[src/rtl/bclk_training_ctrl_pkg.sv]
// rtl/bclk_training_ctrl_pkg.sv - shared DDR PHY training definitions
// Holds the training FSM state encoding, the BCLK training patterns,
// the delay-line tap width and small helpers used by the BCLK trainer.
package bclk_training_ctrl_pkg;

  localparam int TAP_W = 8;

  localparam logic [7:0] BCLK_PAT_A = 8'h55;
  localparam logic [7:0] BCLK_PAT_B = 8'hAA;

  typedef enum logic [3:0] {
    IDLE,
    LOAD,
    CLEAR,
    SETTLE,
    SAMPLE,
    STEP,
    C_LOAD,
    C_SETTLE,
    C_MOVE,
    C_WAIT,
    DONE,
    ERR
  } train_state_e;

  // A BCLK sample is good when it shows either phase of the 0101 pattern.
  function automatic logic is_bclk_pattern(input logic [7:0] data);
    return (data == BCLK_PAT_A) || (data == BCLK_PAT_B);
  endfunction

  // Floor midpoint of an inclusive tap window, computed without overflow.
  function automatic logic [TAP_W-1:0] window_center(input logic [TAP_W-1:0] first,
                                                     input logic [TAP_W-1:0] last);
    return first + ((last - first) >> 1);
  endfunction

endpackage

[src/rtl/training_wait_cnt.sv]
// rtl/training_wait_cnt.sv - loadable down-counter for training wait states
// Ports:
//   clk, rst      : clock, asynchronous active-high reset
//   load          : load load_val this cycle (takes priority over counting)
//   load_val      : value loaded; a wait of N cycles loads N-1
//   zero          : counter has reached 0 (the last cycle of the wait)
module training_wait_cnt #(
  parameter int W = 16
) (
  input  logic         clk,
  input  logic         rst,
  input  logic         load,
  input  logic [W-1:0] load_val,
  output logic         zero
);

  logic [W-1:0] cnt_q;
  logic [W-1:0] cnt_d;

  always_comb begin
    cnt_d = cnt_q;
    if (load) begin
      cnt_d = load_val;
    end else if (cnt_q != '0) begin
      cnt_d = cnt_q - 1'b1;
    end
  end

  always_ff @(posedge clk or posedge rst) begin
    if (rst) begin
      cnt_q <= '0;
    end else begin
      cnt_q <= cnt_d;
    end
  end

  assign zero = (cnt_q == '0);

endmodule

[src/rtl/bclk_training_ctrl.sv]
// rtl/bclk_training_ctrl.sv - BCLK delay-line eye training controller
// Sweeps the BCLK receive delay line from tap 0 upward, finds the first
// contiguous window of taps that sample the 0101 pattern cleanly, then
// reloads the delay line and steps it to the centre of that window.
// Ports:
//   FAB_CLK, ARST                        : clock, asynchronous active-high reset
//   TRAIN_START                          : one-cycle start request (idle/done/err only)
//   EYE_MONITOR_EARLY_0/LATE_0, RX_DATA_0: per-tap sampling inputs
//   DELAY_LINE_OUT_OF_RANGE_0            : delay line hit its limit
//   DELAY_LINE_LOAD_0/MOVE_0/DIRECTION_0 : delay-line control
//   EYE_MONITOR_CLEAR_FLAGS_0            : clears eye-monitor flags before each tap
//   TRAIN_BUSY/DONE/ERR                  : status
//   TAP_CENTER, WINDOW_WIDTH             : result of the last run
module bclk_training_ctrl
  import bclk_training_ctrl_pkg::*;
#(
  parameter int MAX_TAPS      = 128,
  parameter int SETTLE_CYCLES = 8,
  parameter int SAMPLE_CYCLES = 4
) (
  input  logic             FAB_CLK,
  input  logic             ARST,
  input  logic             TRAIN_START,
  input  logic             EYE_MONITOR_EARLY_0,
  input  logic             EYE_MONITOR_LATE_0,
  input  logic [7:0]       RX_DATA_0,
  input  logic             DELAY_LINE_OUT_OF_RANGE_0,
  output logic             DELAY_LINE_LOAD_0,
  output logic             DELAY_LINE_MOVE_0,
  output logic             DELAY_LINE_DIRECTION_0,
  output logic             EYE_MONITOR_CLEAR_FLAGS_0,
  output logic             TRAIN_BUSY,
  output logic             TRAIN_DONE,
  output logic             TRAIN_ERR,
  output logic [TAP_W-1:0] TAP_CENTER,
  output logic [TAP_W-1:0] WINDOW_WIDTH
);

  localparam int               CNT_W       = 16;
  localparam logic [TAP_W-1:0] LAST_TAP    = TAP_W'(MAX_TAPS - 1);
  localparam logic [CNT_W-1:0] SETTLE_LD   = CNT_W'(SETTLE_CYCLES - 1);
  localparam logic [CNT_W-1:0] SAMPLE_LAST = CNT_W'(SAMPLE_CYCLES - 1);

  train_state_e     state_q, state_d;
  logic [TAP_W-1:0] tap_q, tap_d;
  logic [TAP_W-1:0] first_q, first_d;
  logic [TAP_W-1:0] last_q, last_d;
  logic             found_q, found_d;
  logic [TAP_W-1:0] center_q, center_d;
  logic [TAP_W-1:0] width_q, width_d;
  logic [TAP_W-1:0] moves_q, moves_d;
  logic [CNT_W-1:0] samp_q, samp_d;
  logic             pass_q, pass_d;
  logic             oor_q, oor_d;
  logic             dir_q, dir_d;

  logic             wait_load;
  logic             wait_zero;
  logic             sample_ok;
  logic             pass_now;
  logic             oor_any;
  logic [TAP_W-1:0] first_n;
  logic [TAP_W-1:0] last_n;
  logic             found_n;

  training_wait_cnt #(
    .W(CNT_W)
  ) u_wait_cnt (
    .clk      (FAB_CLK),
    .rst      (ARST),
    .load     (wait_load),
    .load_val (SETTLE_LD),
    .zero     (wait_zero)
  );

  assign sample_ok = !EYE_MONITOR_EARLY_0 && !EYE_MONITOR_LATE_0 && is_bclk_pattern(RX_DATA_0);
  // pass_q carries the AND of all earlier sample cycles at this tap.
  assign pass_now  = pass_q && sample_ok;
  // Out-of-range is sticky from one STEP to the next so a short pulse is not missed.
  assign oor_any   = oor_q || DELAY_LINE_OUT_OF_RANGE_0;

  always_comb begin
    state_d   = state_q;
    tap_d     = tap_q;
    first_d   = first_q;
    last_d    = last_q;
    found_d   = found_q;
    center_d  = center_q;
    width_d   = width_q;
    moves_d   = moves_q;
    samp_d    = samp_q;
    pass_d    = pass_q;
    oor_d     = oor_any;
    dir_d     = dir_q;
    wait_load = 1'b0;
    first_n   = first_q;
    last_n    = last_q;
    found_n   = found_q;

    unique case (state_q)
      IDLE, DONE, ERR: begin
        if (TRAIN_START) begin
          state_d = LOAD;
        end
      end
      LOAD: begin
        tap_d   = '0;
        first_d = '0;
        last_d  = '0;
        found_d = 1'b0;
        oor_d   = 1'b0;
        // Direction is raised here, well ahead of the first MOVE, and never dropped.
        dir_d   = 1'b1;
        state_d = CLEAR;
      end
      CLEAR: begin
        wait_load = 1'b1;
        state_d   = SETTLE;
      end
      SETTLE: begin
        if (wait_zero) begin
          samp_d  = '0;
          pass_d  = 1'b1;
          state_d = SAMPLE;
        end
      end
      SAMPLE: begin
        if (samp_q != SAMPLE_LAST) begin
          samp_d = samp_q + 1'b1;
          pass_d = pass_now;
        end else begin
          if (pass_now) begin
            if (!found_q) begin
              first_n = tap_q;
              found_n = 1'b1;
            end
            last_n = tap_q;
          end
          first_d = first_n;
          last_d  = last_n;
          found_d = found_n;
          // Results are taken from the updated window so they are valid in C_LOAD.
          if ((!pass_now && found_q) || ((tap_q == LAST_TAP || oor_any) && found_n)) begin
            center_d = window_center(first_n, last_n);
            width_d  = last_n - first_n + 1'b1;
            state_d  = C_LOAD;
          end else if (tap_q == LAST_TAP || oor_any) begin
            center_d = '0;
            width_d  = '0;
            state_d  = ERR;
          end else begin
            state_d = STEP;
          end
        end
      end
      STEP: begin
        tap_d   = tap_q + 1'b1;
        oor_d   = 1'b0;
        state_d = CLEAR;
      end
      C_LOAD: begin
        moves_d   = '0;
        wait_load = 1'b1;
        state_d   = C_SETTLE;
      end
      C_SETTLE: begin
        if (wait_zero) begin
          state_d = (center_q == '0) ? DONE : C_MOVE;
        end
      end
      C_MOVE: begin
        moves_d   = moves_q + 1'b1;
        wait_load = 1'b1;
        state_d   = C_WAIT;
      end
      C_WAIT: begin
        if (wait_zero) begin
          state_d = (moves_q == center_q) ? DONE : C_MOVE;
        end
      end
      default: begin
        state_d = IDLE;
      end
    endcase
  end

  always_ff @(posedge FAB_CLK or posedge ARST) begin
    if (ARST) begin
      state_q  <= IDLE;
      tap_q    <= '0;
      first_q  <= '0;
      last_q   <= '0;
      found_q  <= 1'b0;
      center_q <= '0;
      width_q  <= '0;
      moves_q  <= '0;
      samp_q   <= '0;
      pass_q   <= 1'b0;
      oor_q    <= 1'b0;
      dir_q    <= 1'b0;
    end else begin
      state_q  <= state_d;
      tap_q    <= tap_d;
      first_q  <= first_d;
      last_q   <= last_d;
      found_q  <= found_d;
      center_q <= center_d;
      width_q  <= width_d;
      moves_q  <= moves_d;
      samp_q   <= samp_d;
      pass_q   <= pass_d;
      oor_q    <= oor_d;
      dir_q    <= dir_d;
    end
  end

  // Outputs decode registered state only, so reset clears them immediately.
  assign DELAY_LINE_LOAD_0         = (state_q == LOAD) || (state_q == C_LOAD);
  assign DELAY_LINE_MOVE_0         = (state_q == STEP) || (state_q == C_MOVE);
  assign DELAY_LINE_DIRECTION_0    = dir_q;
  assign EYE_MONITOR_CLEAR_FLAGS_0 = (state_q == CLEAR);
  assign TRAIN_BUSY                = !((state_q == IDLE) || (state_q == DONE) || (state_q == ERR));
  assign TRAIN_DONE                = (state_q == DONE);
  assign TRAIN_ERR                 = (state_q == ERR);
  assign TAP_CENTER                = center_q;
  assign WINDOW_WIDTH              = width_q;

endmodule

[config.mk]
export PLATFORM = sky130hd
export DESIGN_NAME = bclk_training_ctrl
export DESIGN_NICKNAME = d
export VERILOG_FILES = /design/src/rtl/bclk_training_ctrl_pkg.sv /design/src/rtl/training_wait_cnt.sv /design/src/rtl/bclk_training_ctrl.sv
export SDC_FILE = /design/constraint.sdc
export NUM_CORES = 1
export LEC_CHECK = 0
export BUFFER_PORTS_ARGS = -buffer_cell sky130_fd_sc_hd__buf_2
export CAP_MARGIN = 30
export CELL_PAD_IN_SITES_DETAIL_PLACEMENT = 1
export CELL_PAD_IN_SITES_GLOBAL_PLACEMENT = 2
export CORE_ASPECT_RATIO = 0.75
export CORE_UTILIZATION = 41
export CTS_CLUSTER_SIZE = 14
export DETAILED_ROUTE_END_ITERATION = 8
export PLACE_DENSITY = 0.81
export SLEW_MARGIN = 10
export SYNTH_ARGS = -nofsm -noshare
export SYNTH_HDL_FRONTEND = slang
export SYNTH_HIERARCHICAL = 1
export SYNTH_SLANG_ARGS = --single-unit
[constraint.sdc]
create_clock -name FAB_CLK -period 7.72 [get_ports FAB_CLK]
set_clock_uncertainty 0.15 [all_clocks]
set_input_delay 0.386 -clock FAB_CLK [delete_from_list [all_inputs] [get_ports FAB_CLK]]
set_output_delay 0.386 -clock FAB_CLK [all_outputs]
set_load 0.005 [all_outputs]
==> impl_metrics.toml <==
[sta]
finalCritPeriodShare_pct = 59.0
rsz0062_at_grt = "false"
setup_tns_ps = 0
worst_pin_slew_ps = 889
fmax_mhz = 219
drv_slew = 0
max_slew_margin_pct = 40.7
finalSetupViolCount = 0
hold_violations = 0
finalCriticalPeriod_ps = 4560

[min_path]
min_path_type = "input port to register"

[floorplan]
fp.dieW_microns = 135
boundaryPins = 37
rows = 35
start_util_pct = 43.1
fp.coreArea_sq_um = 12600
die_area_sq_um = 13700
die_y_microns = 101

[setup_path]
r2r_end = "TAP_CENTER[6]$_DFFE_PP0P_"
criticalPathCategory = "register to register"
critPathCapture = "TAP_CENTER[6]$_DFFE_PP0P_"
cp.arrival_ps = 4630
endpoint_kind = "register"
worstSetupStartpoint = "found_q$_DFFE_PP0P_"
rrSetupSlack_ps = 3160
crit_required_ps = 7800
cp-start-kind = "register"
reg2regPathDepth = 14
worstPathMaxFanout = 7
r2r_start = "found_q$_DFFE_PP0P_"

[clock_network]
clock_latency_ps = 340
numCtsBuffers = 9
cts_tree = "done"
cts.repair.resized = 0
postCtsSetupRepairBufs = 0
h-tree-depth = 3
cts.sinks = 88
clk_pin_slew_ps = 60
root_buffer = "clkbuf_16"
clk_path_buf_depth = 2

[final_layout]
syn_to_final_growth_pct = 13.3
final_nets = 672
final_common_cell = "dfrtp_1"
drive_gt1_share_pct = 13.1
final_cell_mix = "dfrtp_1 (88), nand2_1 (67), nor2_1 (50), nand3_1 (49), o21ai_0 (37)"
seq_area_sq_um = 2200
diodes = 0
nFillCells = 1493
layout.cells.non_filler = 809
final_core_util_pct = 48.8
multi_input_area_sq_um = 3060

[global_route]
grt_use_total_pct = 23.0
grt_max_degree = 73
grt.overflow.total = 0
antenna_found_initial = 0
grt_pass1_vias = 4549
grt_pass1_wl_mm = 24.4

[power_and_ir_drop]
leakagePower_nw = 2.83
vdd_drop_max_v = 0.000132
powerDensity_nw_per_um2 = 253

[drt]
route.detailed.drc = 0
drtIter0Drc = 193
antenna_left = 0
avgRoutedWirePerCell_microns = 18.1
dr.pass1.iters = 4
viasPerCell = 5.67
drt-total-wl_mm = 14.7
vias = 4584

[logic_synthesis]
synthCells = 595
synthArstFlopShare_pct = 100
synth.yosys.seq_area_share_pct = 40.7
synthFlopType = "dfrtp_1"
yosysWarnings = 6
ys_seq_elements = 88
synth_cell_types = 68
synth-edff-count = 0
synth_area_sq_um = 5410
postSynthAreaPerCell_sq_um = 9.09

[placed_design]
io_buffers = 36
post-place-cells = 791
gp_congestion = 0.801
dp_hpwl_mm = 10.9

[outcome]
status = "complete, no violations"

[run]
cap_viol_max_count = 0
[final cells by class]
class / instances / share of cell area (%)
clock buffers: 11 / 3.80
clock inverters: 4 / 1.14
inverters: 31 / 1.90
multi-input cells: 468 / 49.9
flip-flops and latches: 88 / 35.9
well taps: 166 / 3.39
repair buffers: 41 / 3.92
[worst max-delay path: stages (launching register included)]
cell      delay (ps)
dfrtp_1          440
or3_4            430
a21oi_4          320
mux2_2           420
ha_1             210
fa_1             420
xnor2_1          630
xnor2_1          150
ha_1             240
a311oi_2         270
maj3_2           280
o21ai_1           70
a21oi_1          180
xnor2_1           80
a22o_1           170
[cell usage after synthesis (all sizes together) (3+ instances only)]
| master | number | share of area, % |
|---|---|---|
| dfrtp | 88 | 41 |
| nand2 | 69 | 5.1 |
| nor2 | 50 | 3.5 |
| nand3 | 49 | 4.5 |
| o21ai | 39 | 3.7 |
| inv | 30 | 2.1 |
| xnor2 | 26 | 4.2 |
| xor2 | 25 | 4.0 |
| clkbuf | 20 | 1.4 |
| a22o | 18 | 2.9 |
| ha | 18 | 4.2 |
| nor3 | 17 | 1.6 |
| mux2i | 15 | 3.0 |
| a21oi | 14 | 1.5 |
| o31ai | 11 | 1.5 |
| nor4 | 10 | 1.2 |
| nand2b | 8 | 1.1 |
| or3 | 8 | 1.1 |
| mux2 | 6 | 1.2 |
| nand4 | 6 | 0.69 |
| a21o | 4 | 0.55 |
| and3 | 4 | 0.46 |
| and4bb | 4 | 1.1 |
| nor2b | 4 | 0.46 |
| o41ai | 4 | 0.65 |
| or4 | 4 | 0.65 |
| a211oi | 3 | 0.65 |
| nand4b | 3 | 0.49 |
| nor4b | 3 | 0.60 |
[metrics by stage]
stage / instance area (sq um) / worst slack [ps] / hold WS [ps] / power [mW]
finish: 6130 / 3160 / 159 / 1.55
global route: 6130 / 2880 / 207 / 1.65
CTS: 6090 / 3120 / 19.4 / 1.56
detailed placement: 5780 / 2810 / 297 / 1.09
global placement: 5780 / 2970 / 294 / 1.07
floorplan: 5460 / 3410 / 150 / 0.961
[routing by layer]
metal	vias up	wire, microns	GRT usage (%)	part of all wire, %
met5	-	0	0	0
met4	0	81	4.32	0.55
met3	7	403	3.45	2.7
met2	70	6250	33.9	43
met1	2313	7940	35.4	54
li1	2194	-	-	-
[flip-flops by register name, indices dropped and copies added, names as in the netlist, 8 cells and up]
signal / count
first_q: 8
tap_q: 8
TAP_CENTER: 8
moves_q: 8
WINDOW_WIDTH: 8
last_q: 8
samp_q: 16
u_wait_cnt/cnt_q: 16
[where the power goes]
part	internal (mW)	switching, mW	total [mW]
logic	0.171	0.257	0.428
clock network	0.281	0.180	0.461
registers	0.533	0.127	0.660
[how the worst min path moves through the flow]
| stage | endpoint | start | slack [ps] | cells after the start |
|---|---|---|---|---|
| floorplan | u_wait_cnt/cnt_q[0]$_DFFE_PP0P_ | ARST | 150 | 1 |
| global placement | DELAY_LINE_DIRECTION_0$_DFFE_PP0P_ | DELAY_LINE_DIRECTION_0$_DFFE_PP0P_ | 290 | 1 |
| detailed placement | DELAY_LINE_DIRECTION_0$_DFFE_PP0P_ | DELAY_LINE_DIRECTION_0$_DFFE_PP0P_ | 300 | 1 |
| CTS | u_wait_cnt/cnt_q[15]$_DFFE_PP0P_ | ARST | 20 | 2 |
| global route | oor_q$_DFF_PP0_ | DELAY_LINE_OUT_OF_RANGE_0 | 210 | 3 |
| finish | oor_q$_DFF_PP0_ | DELAY_LINE_OUT_OF_RANGE_0 | 160 | 3 |
[kinds of logic after synthesis]
family | Yosys count | synth area share (%)
buffers and inverters | 53 | 3.70
DFF | 88 | 40.7
adders and majority gates | 21 | 4.95
muxes | 21 | 4.23
xor gates and xnor gates | 51 | 8.25
and+or+nand+nor | 246 | 23.4
other | 2 | 0.139
AOI/OAI and AO/OA | 113 | 14.6
[timing repair]
item / in CTS / in global routing
hold buffers: 0 / 1
endpoints found under the setup margin: 0 / 0
endpoints found under the hold margin: 0 / 20
Note: power is estimated with default switching activity, not from simulation.
